===== src/rtl/fir_interp_2x.sv =====
// fir_interp_2x: 2x interpolating 17-tap low-pass FIR on packed signed I/Q.
// Polyphase form: each accepted input yields an even-phase sample (P0) and
// an odd-phase sample (P1), so the zero-stuffed samples are never multiplied.
module fir_interp_2x #(
  parameter int C_S00_AXIS_TDATA_WIDTH = 32,
  parameter int C_M00_AXIS_TDATA_WIDTH = 32,
  parameter int COEFF_WIDTH            = 8,
  parameter int SHIFT                  = 6
) (
  input  logic                              s00_axis_aclk,
  input  logic                              s00_axis_areset,
  input  logic                              s00_axis_tvalid,
  input  logic [C_S00_AXIS_TDATA_WIDTH-1:0] s00_axis_tdata,
  input  logic                              s00_axis_tlast,
  output logic                              s00_axis_tready,
  output logic                              m00_axis_tvalid,
  output logic [C_M00_AXIS_TDATA_WIDTH-1:0] m00_axis_tdata,
  output logic                              m00_axis_tlast,
  input  logic                              m00_axis_tready
);

  localparam int SW    = C_S00_AXIS_TDATA_WIDTH / 2;
  localparam int OW    = C_M00_AXIS_TDATA_WIDTH / 2;
  localparam int PW    = SW + COEFF_WIDTH;
  localparam int ACC_W = 28;
  localparam int NTAP  = 17;
  localparam int NLINE = 9;

  localparam logic signed [COEFF_WIDTH-1:0] H [NTAP] = '{
    -8'sd1, -8'sd2, -8'sd2, 8'sd0, 8'sd6, 8'sd13, 8'sd21, 8'sd27, 8'sd29,
    8'sd27, 8'sd21, 8'sd13, 8'sd6, 8'sd0, -8'sd2, -8'sd2, -8'sd1
  };

  localparam logic signed [ACC_W-1:0] SAT_HI = ACC_W'((2 ** (OW - 1)) - 1);
  localparam logic signed [ACC_W-1:0] SAT_LO = ACC_W'(-(2 ** (OW - 1)));

  typedef enum logic [1:0] {IDLE, PH0, PH1} state_t;

  // Full-precision signed product of one sample and one tap.
  function automatic logic signed [PW-1:0] mul(input logic signed [SW-1:0] x,
                                               input logic signed [COEFF_WIDTH-1:0] h);
    logic signed [PW-1:0] xe;
    logic signed [PW-1:0] he;
    xe = PW'(x);
    he = PW'(h);
    return xe * he;
  endfunction

  // Floor shift of the accumulator, then clamp to the output range.
  function automatic logic signed [OW-1:0] shift_sat(input logic signed [ACC_W-1:0] acc);
    logic signed [ACC_W-1:0] sh;
    sh = acc >>> SHIFT;
    if (sh > SAT_HI)      return SAT_HI[OW-1:0];
    else if (sh < SAT_LO) return SAT_LO[OW-1:0];
    else                  return sh[OW-1:0];
  endfunction

  state_t                    state_q;
  logic signed [SW-1:0]      xi_q [NLINE];
  logic signed [SW-1:0]      xq_q [NLINE];
  logic signed [SW-1:0]      xi_d [NLINE];
  logic signed [SW-1:0]      xq_d [NLINE];
  logic [C_M00_AXIS_TDATA_WIDTH-1:0] p1_q;
  logic                      last_q;
  logic                      m_tvalid_q;
  logic [C_M00_AXIS_TDATA_WIDTH-1:0] m_tdata_q;
  logic                      m_tlast_q;

  logic signed [ACC_W-1:0]   p0i_acc, p0q_acc, p1i_acc, p1q_acc;
  logic [C_M00_AXIS_TDATA_WIDTH-1:0] p0_pack, p1_pack;
  logic                      accept;

  // Input can be taken when idle, or when the odd phase leaves this cycle.
  always_comb begin
    s00_axis_tready = (state_q == IDLE) || ((state_q == PH1) && m00_axis_tready);
    accept          = s00_axis_tvalid && s00_axis_tready;
  end

  // Post-shift delay line and both polyphase sums for I and Q.
  always_comb begin
    xi_d[0] = s00_axis_tdata[SW-1:0];
    xq_d[0] = s00_axis_tdata[2*SW-1:SW];
    for (int k = 1; k < NLINE; k++) begin
      xi_d[k] = xi_q[k-1];
      xq_d[k] = xq_q[k-1];
    end
    p0i_acc = '0;
    p0q_acc = '0;
    p1i_acc = '0;
    p1q_acc = '0;
    for (int k = 0; k < NLINE; k++) begin
      p0i_acc = p0i_acc + ACC_W'(mul(xi_d[k], H[2*k]));
      p0q_acc = p0q_acc + ACC_W'(mul(xq_d[k], H[2*k]));
    end
    for (int k = 0; k < NLINE - 1; k++) begin
      p1i_acc = p1i_acc + ACC_W'(mul(xi_d[k], H[2*k+1]));
      p1q_acc = p1q_acc + ACC_W'(mul(xq_d[k], H[2*k+1]));
    end
    p0_pack = {shift_sat(p0q_acc), shift_sat(p0i_acc)};
    p1_pack = {shift_sat(p1q_acc), shift_sat(p1i_acc)};
  end

  // History update and phase sequencing with registered stream outputs.
  always_ff @(posedge s00_axis_aclk) begin
    if (s00_axis_areset) begin
      state_q    <= IDLE;
      for (int k = 0; k < NLINE; k++) begin
        xi_q[k] <= '0;
        xq_q[k] <= '0;
      end
      p1_q       <= '0;
      last_q     <= 1'b0;
      m_tvalid_q <= 1'b0;
      m_tdata_q  <= '0;
      m_tlast_q  <= 1'b0;
    end else if (accept) begin
      for (int k = 0; k < NLINE; k++) begin
        xi_q[k] <= xi_d[k];
        xq_q[k] <= xq_d[k];
      end
      state_q    <= PH0;
      m_tvalid_q <= 1'b1;
      m_tdata_q  <= p0_pack;
      m_tlast_q  <= 1'b0;
      p1_q       <= p1_pack;
      last_q     <= s00_axis_tlast;
    end else begin
      case (state_q)
        PH0: begin
          if (m00_axis_tready) begin
            state_q   <= PH1;
            m_tdata_q <= p1_q;
            m_tlast_q <= last_q;
          end
        end
        PH1: begin
          if (m00_axis_tready) begin
            state_q    <= IDLE;
            m_tvalid_q <= 1'b0;
            m_tlast_q  <= 1'b0;
          end
        end
        default: state_q <= IDLE;
      endcase
    end
  end

  assign m00_axis_tvalid = m_tvalid_q;
  assign m00_axis_tdata  = m_tdata_q;
  assign m00_axis_tlast  = m_tlast_q;

endmodule


===== config.mk =====
export PLATFORM = sky130hd
export DESIGN_NAME = fir_interp_2x
export DESIGN_NICKNAME = d
export VERILOG_FILES = /design/src/rtl/fir_interp_2x.sv
export SDC_FILE = /design/constraint.sdc
export NUM_CORES = 2
export LEC_CHECK = 0
export CAP_MARGIN = 0
export CORE_UTILIZATION = 60
export CTS_CLUSTER_SIZE = 25
export DETAILED_ROUTE_END_ITERATION = 8
export PLACE_DENSITY = 0.77
export SLEW_MARGIN = 0
export SYNTH_ARGS = -nofsm -noshare
export SYNTH_HDL_FRONTEND = slang
export SYNTH_SLANG_ARGS = --single-unit

===== constraint.sdc =====
create_clock -name s00_axis_aclk -period 12.2 [get_ports s00_axis_aclk]
set_input_delay 3.66 -clock s00_axis_aclk [delete_from_list [all_inputs] [get_ports s00_axis_aclk]]
set_output_delay 3.66 -clock s00_axis_aclk [all_outputs]
set_load 0.02 [all_outputs]

**After elaboration in Yosys (flattened, before gate mapping)**

Memory sizes are Yosys's and may differ from the RTL's.
Index checks and enable logic that the tools add are counted.

- Register bits: 69
- Bits in writable memories: 288
- Input bits: 37
- Output and inout port bits: 35
- Word-level logic and storage cells: 152
- Memories: 2

- $add $sub $neg: 36
- $mul: 18
- Order comparisons: 8
- Equality and inequality tests: 6
- Muxes and demuxes: 43
- Bitwise gates (word level): 18
- Reductions and logical operators: 14

Memories:

| name | depth | width | rd ports | clocked after memory_dff | wr ports | RTL line | RTL |
|---|---|---|---|---|---|---|---|
| xi_q | 9 | 16 | 8 | 0 | 9 | 59 | `logic signed [SW-1:0] xi_q [NLINE];` |
| xq_q | 9 | 16 | 8 | 0 | 9 | 60 | `logic signed [SW-1:0] xq_q [NLINE];` |

Operators by type and width:

| kind | count |
|---|---|
| 16-bit 2-to-1 mux | 26 |
| 16-bit by 6-bit multiplier with 22-bit output, second input constant | 10 |
| 28-bit by 24-bit adder with 28-bit output | 6 |
| 16-bit negation with 23-bit output | 6 |
| 26-bit by 22-bit adder with 27-bit output | 4 |
| 32-bit 2-to-1 mux | 3 |
| 16-bit negation with 24-bit output | 4 |
| 22-bit by 16-bit greater-than comparator with 1-bit output, second input constant | 4 |
| 22-bit by 16-bit less-than comparator with 1-bit output, second input constant | 4 |
| 16-bit by 5-bit multiplier with 21-bit output, second input constant | 4 |
| 16-bit by 3-bit multiplier with 19-bit output, second input constant | 4 |
| 27-bit by 21-bit adder with 28-bit output | 2 |
| 27-bit by 22-bit adder with 28-bit output | 2 |
| 28-bit by 20-bit adder with 28-bit output | 2 |
| 28-bit by 22-bit adder with 28-bit output | 2 |
| 25-bit by 20-bit adder with 26-bit output | 2 |
| 25-bit by 22-bit adder with 26-bit output | 2 |
| 24-bit by 21-bit adder with 25-bit output | 2 |
| 24-bit by 24-bit adder with 25-bit output | 2 |
| 1-bit OR | 18 |
| 1-bit 2-to-1 mux | 10 |
| 2-bit AND reduction | 4 |
| 2-bit nonzero test | 4 |
| 3-bit != test, second input constant | 2 |
| other kinds (11) | 14 |

**Longest topological paths before layout**

An unclocked memory read counts as a cell.

- Word-level depth: 14
- Depth in mapped cells: 41
- Depth with buffers taken out: 40

**Worst setup path after synthesis**

OpenSTA, ideal clock, no wires.

- Path type: input to register
- From: in s00_axis_tdata[5]
- To: reg p1_q[14]
- Setup time: 0.117 ns
- Arrival: 11.439 ns
- Path slack: 0.645 ns
- Stages: 30
- Buffers on the path: 1
- Cell sequence: nor4_1 > nand2_1 > nor2_1 > nand2_1 > nor4_1 > nand2_1 > xnor2_1 > fa_1 > fa_1 > inv_1 > fa_1 > inv_1 > fa_1 > fa_1 > fa_1 > inv_1 > fa_1 > ha_1 > a21o_1 > a21o_1 > a221oi_2 > a2bb2oi_2 > o31ai_4 > o211ai_2 > and3_2 > nor2_2 > or4_4 > o311a_4 > buf_6 > o22a_1

- Cells in the longest elaborated chain, start to end: 9

Ends and longest elaborated chain:

| element | RTL line | RTL |
|---|---|---|
| start, declared | 13 | `input logic [C_S00_AXIS_TDATA_WIDTH-1:0] s00_axis_tdata,` |
| 16-bit negation with 23-bit output (not written as such) * | 46 | `return xe * he;` |
| 24-bit by 21-bit adder with 25-bit output * | 96 | `p1i_acc = p1i_acc + ACC_W'(mul(xi_d[k], H[2*k+1]));` |
| 25-bit by 22-bit adder with 26-bit output * | 96 |  |
| 26-bit by 22-bit adder with 27-bit output * | 96 |  |
| 27-bit by 21-bit adder with 28-bit output * | 96 |  |
| 28-bit by 24-bit adder with 28-bit output * | 96 |  |
| 22-bit by 16-bit less-than comparator with 1-bit output | 54 | `else if (sh < SAT_LO) return SAT_LO[OW-1:0];` |
| 16-bit 2-to-1 mux | 54 |  |
| 16-bit 2-to-1 mux * | 53 | `if (sh > SAT_HI) return SAT_HI[OW-1:0];` |
| end signal, assigned | 125 | `p1_q <= p1_pack;` |
| end, declared | 63 | `logic [C_M00_AXIS_TDATA_WIDTH-1:0] p1_q;` |

Every way passes the cells marked *; elsewhere a longest branch is shown, timed or not.
A chain may end at the register's enable or synchronous reset.

**Final worst setup path**

- From: in s00_axis_tdata[4]
- To: reg p1_q[3]

The elaborated chain is that of the path after synthesis.

==> flow_summary.toml <==
[critical_path]
crit_required_ns = 12.69
critical_path_class = "input pin to flip-flop"
cp.arrival_ns = 12.27
reg2reg_to = "m00_axis_tdata[16]"
cp_common_cell = "fa_1"
end_kind = "flip-flop"
rrSetupSlack_ns = 1.01
ff2ff_path_depth = 38
slowest_stage = "fa_1"
start_kind = "input pin"
cp_max_fo = 13
r2r_start = "xq_q[0][17]"
cpPeakStageDelay_ns = 0.54

[clock_network]
clockRootBuffer = "clkbuf_16"
cts_tree = "built"
clock_latency_ns = 0.60
clkSinkCount = 325
clk_pin_slew_ns = 0.07
cts_hold_buf = 0
cts_resized = 0
cts.path.max_buffers = 3
cts_made_buffers = 40
cts_setup_buffers = 0
cts_max_level = 2

[floorplan]
die-width_um = 303.2
core_area_sq_um = 90010
core.rowCount = 110
io_pins = 72
dieHeight_um = 303.2
die-area_sq_um = 91940
start_util_pct = 60.48

[synthesis]
synth_ff_type = "edfxtp_1"
ys_warn_count = 0
synth.top_cell.area_share_pct = 38.17
yosys.area_share.simple_pct = 7.453
yosysTopAreaCell = "fa_1"
yosysMostFrequentCell = "inv_1"
ys_top_cells_by_count = "inv_1 (1674), fa_1 (1038), ha_1 (696)"
yosysSeqAreaShare_pct = 16.66
synthAdderAreaFrac_pct = 54.17
syn_area_sq_um = 54440
synth_mux_area_share_pct = 0.1126
synthDistinctLibCells = 83
ys_seq_elements = 325
ys_top_cells_by_area = "fa_1 (38%), ha_1 (16%), edfxtp_1 (14%)"
synth_edf_count = 256
synth_top_family_by_area = "adder cells"
synth-compound-area-share_pct = 5.608
async_flop_share_pct = 0
syn_area_per_cell_sq_um = 10.24
synth_nets = 7086
netlist_instances = 5315
synth_xor_area_share_pct = 3.700

[place]
place_congestion = 0.9416
port_buffers = 71
place_area_sq_um = 56880
pre_cts_ws_ns = -0.09916
dp_hpwl_mm = 113.7

[route]
post_drt_wl_per_cell_um = 20.63
drt.antenna.violating_nets = 0
vias_per_cell = 5.551
dr.pass1.iters = 5
dr.first_iter.drc_count = 2995
vias = 36774
drc = 0
routed_wl_mm = 136.7

[hold_path]
hold_path_depth = 2
worstHoldStart = "m00_axis_tdata[1]"
min-delay-path-class = "flip-flop to flip-flop"
whs_endpoint = "m00_axis_tdata[1]"

[timing]
setup_slack_ns = 0.4195
fmax_mhz = 84.89
rsz0062_at_grt = "false"
post-route-period-util_pct = 96.56
skew_ns = 0.01567
worstMarginPinSlew_ns = 1.204
slew_violations = 0
fin_crit_ns = 11.78
slew_headroom_pct = 19.74
timing.hold.ws_ns = 0.4524
setup_viol = 0
hold_viol_final = 0

[global_route]
track_usage_pct = 31.51
use_met1_pct = 44.10
overflow = 0
grt_max_degree = 131
busiest_layer = "met2"
antenna_found_initial = 0
use_met3_pct = 4.441
grt_pass1_wl_mm = 218.2
grt_pass1_vias = 39324
grt_use_met2_pct = 50.12

[cells_and_area]
nNetsFinal = 7188
utilization_pct = 64.77
regArea_sq_um = 9069
multi_input_area_sq_um = 38690
antennaDiodeCount = 0
drive_gt1_share_pct = 3.670
n_fill_cell = 7151
design_area_sq_um = 58300
syn_to_final_growth_pct = 7.086

[status]
outcome = "finished, final reports clean"

[job]
drv_cap = 0
-- per-stage QoR --
stage                     setup TNS, ns  std cells
after global placement         -0.05060       6551
after floorplan                       0       5315
after global routing                  0       6625
after detailed placement         -1.067       6551
final                                 0       6625
after CTS                             0       6625
-- cells in the final DEF (no fill, tap or decap), types with 15 or more instances in the layout --
master and n:
dfxtp_1 69, clkbuf_16 41, nand2_1 138, a21o_1 43, xnor2_1 150, edfxtp_1 256
or2_2 15, nor2_1 131, nor3_1 145, nor2b_1 26, fa_1 1038, nand2b_1 16
o21ai_0 86, a21oi_1 184, clkdlybuf4s50_1 70, buf_4 77, and3_1 183, xor2_1 80
nor4_1 26, inv_1 1673, nand3_1 29, ha_1 696
-- metal layers --
layer  routed length (um)  vias to the layer above  part of all wire (%)
met5                    0                        -                     0
met4                 5875                        0                   4.3
met2                63790                     1375                    47
met3                10160                      262                   7.4
li1                     -                    16590                     -
met1                56840                    18547                    42
-- how the worst max path moves through the flow --
stage | from | to | slack, ns
2_1_floorplan | s00_axis_tdata[5] | p1_q[14] | 0.64
3_3_place_gp | s00_axis_tdata[4] | p1_q[1] | -0.02
3_5_place_dp | s00_axis_tdata[4] | p1_q[3] | -0.1
4_1_cts | s00_axis_tdata[5] | p1_q[3] | 0.53
5_1_grt | s00_axis_tdata[4] | p1_q[10] | 0.07
6_report | s00_axis_tdata[4] | p1_q[3] | 0.42
-- cells by family after synthesis --
logic type,after synthesis
AO/OA/AOI/OAI,474
buffers and inverters,1765
multiplexers,6
AND/OR/NAND/NOR,781
XOR/XNOR,230
flip-flops,325
adder cells (fa/ha/maj),1734
-- area by class of cell --
type                            instances  share of cell area, %
Timing Repair Buffer                  151                  2.331
Inverter                             1674                  10.78
Tap cell                             1176                  2.524
Clock inverter                         27                 0.6203
Sequential cell                       325                  15.56
Clock buffer                           47                  1.816
Multi-Input combinational cell       3225                  66.37
-- state kept, by name (all words and copies together), names as in the netlist --
name and cells:
last_q 1, m00_axis_tdata 32, m00_axis_tlast 1, m00_axis_tvalid 1, p1_q 32, state_q 2, xi_q 128, xq_q 128
-- worst max-delay path, delay by kind of cell --
kind / cells / cell delay, ns
fa+ha+maj: 8 / 3.72
compound gates: 9 / 1.88
simple gates: 8 / 1.77
buf+inv: 6 / 1.03
xor+xnor: 1 / 0.19
Power is not shown: default switching activity piles up to over one toggle a cycle in this logic, so the estimate is an artifact.
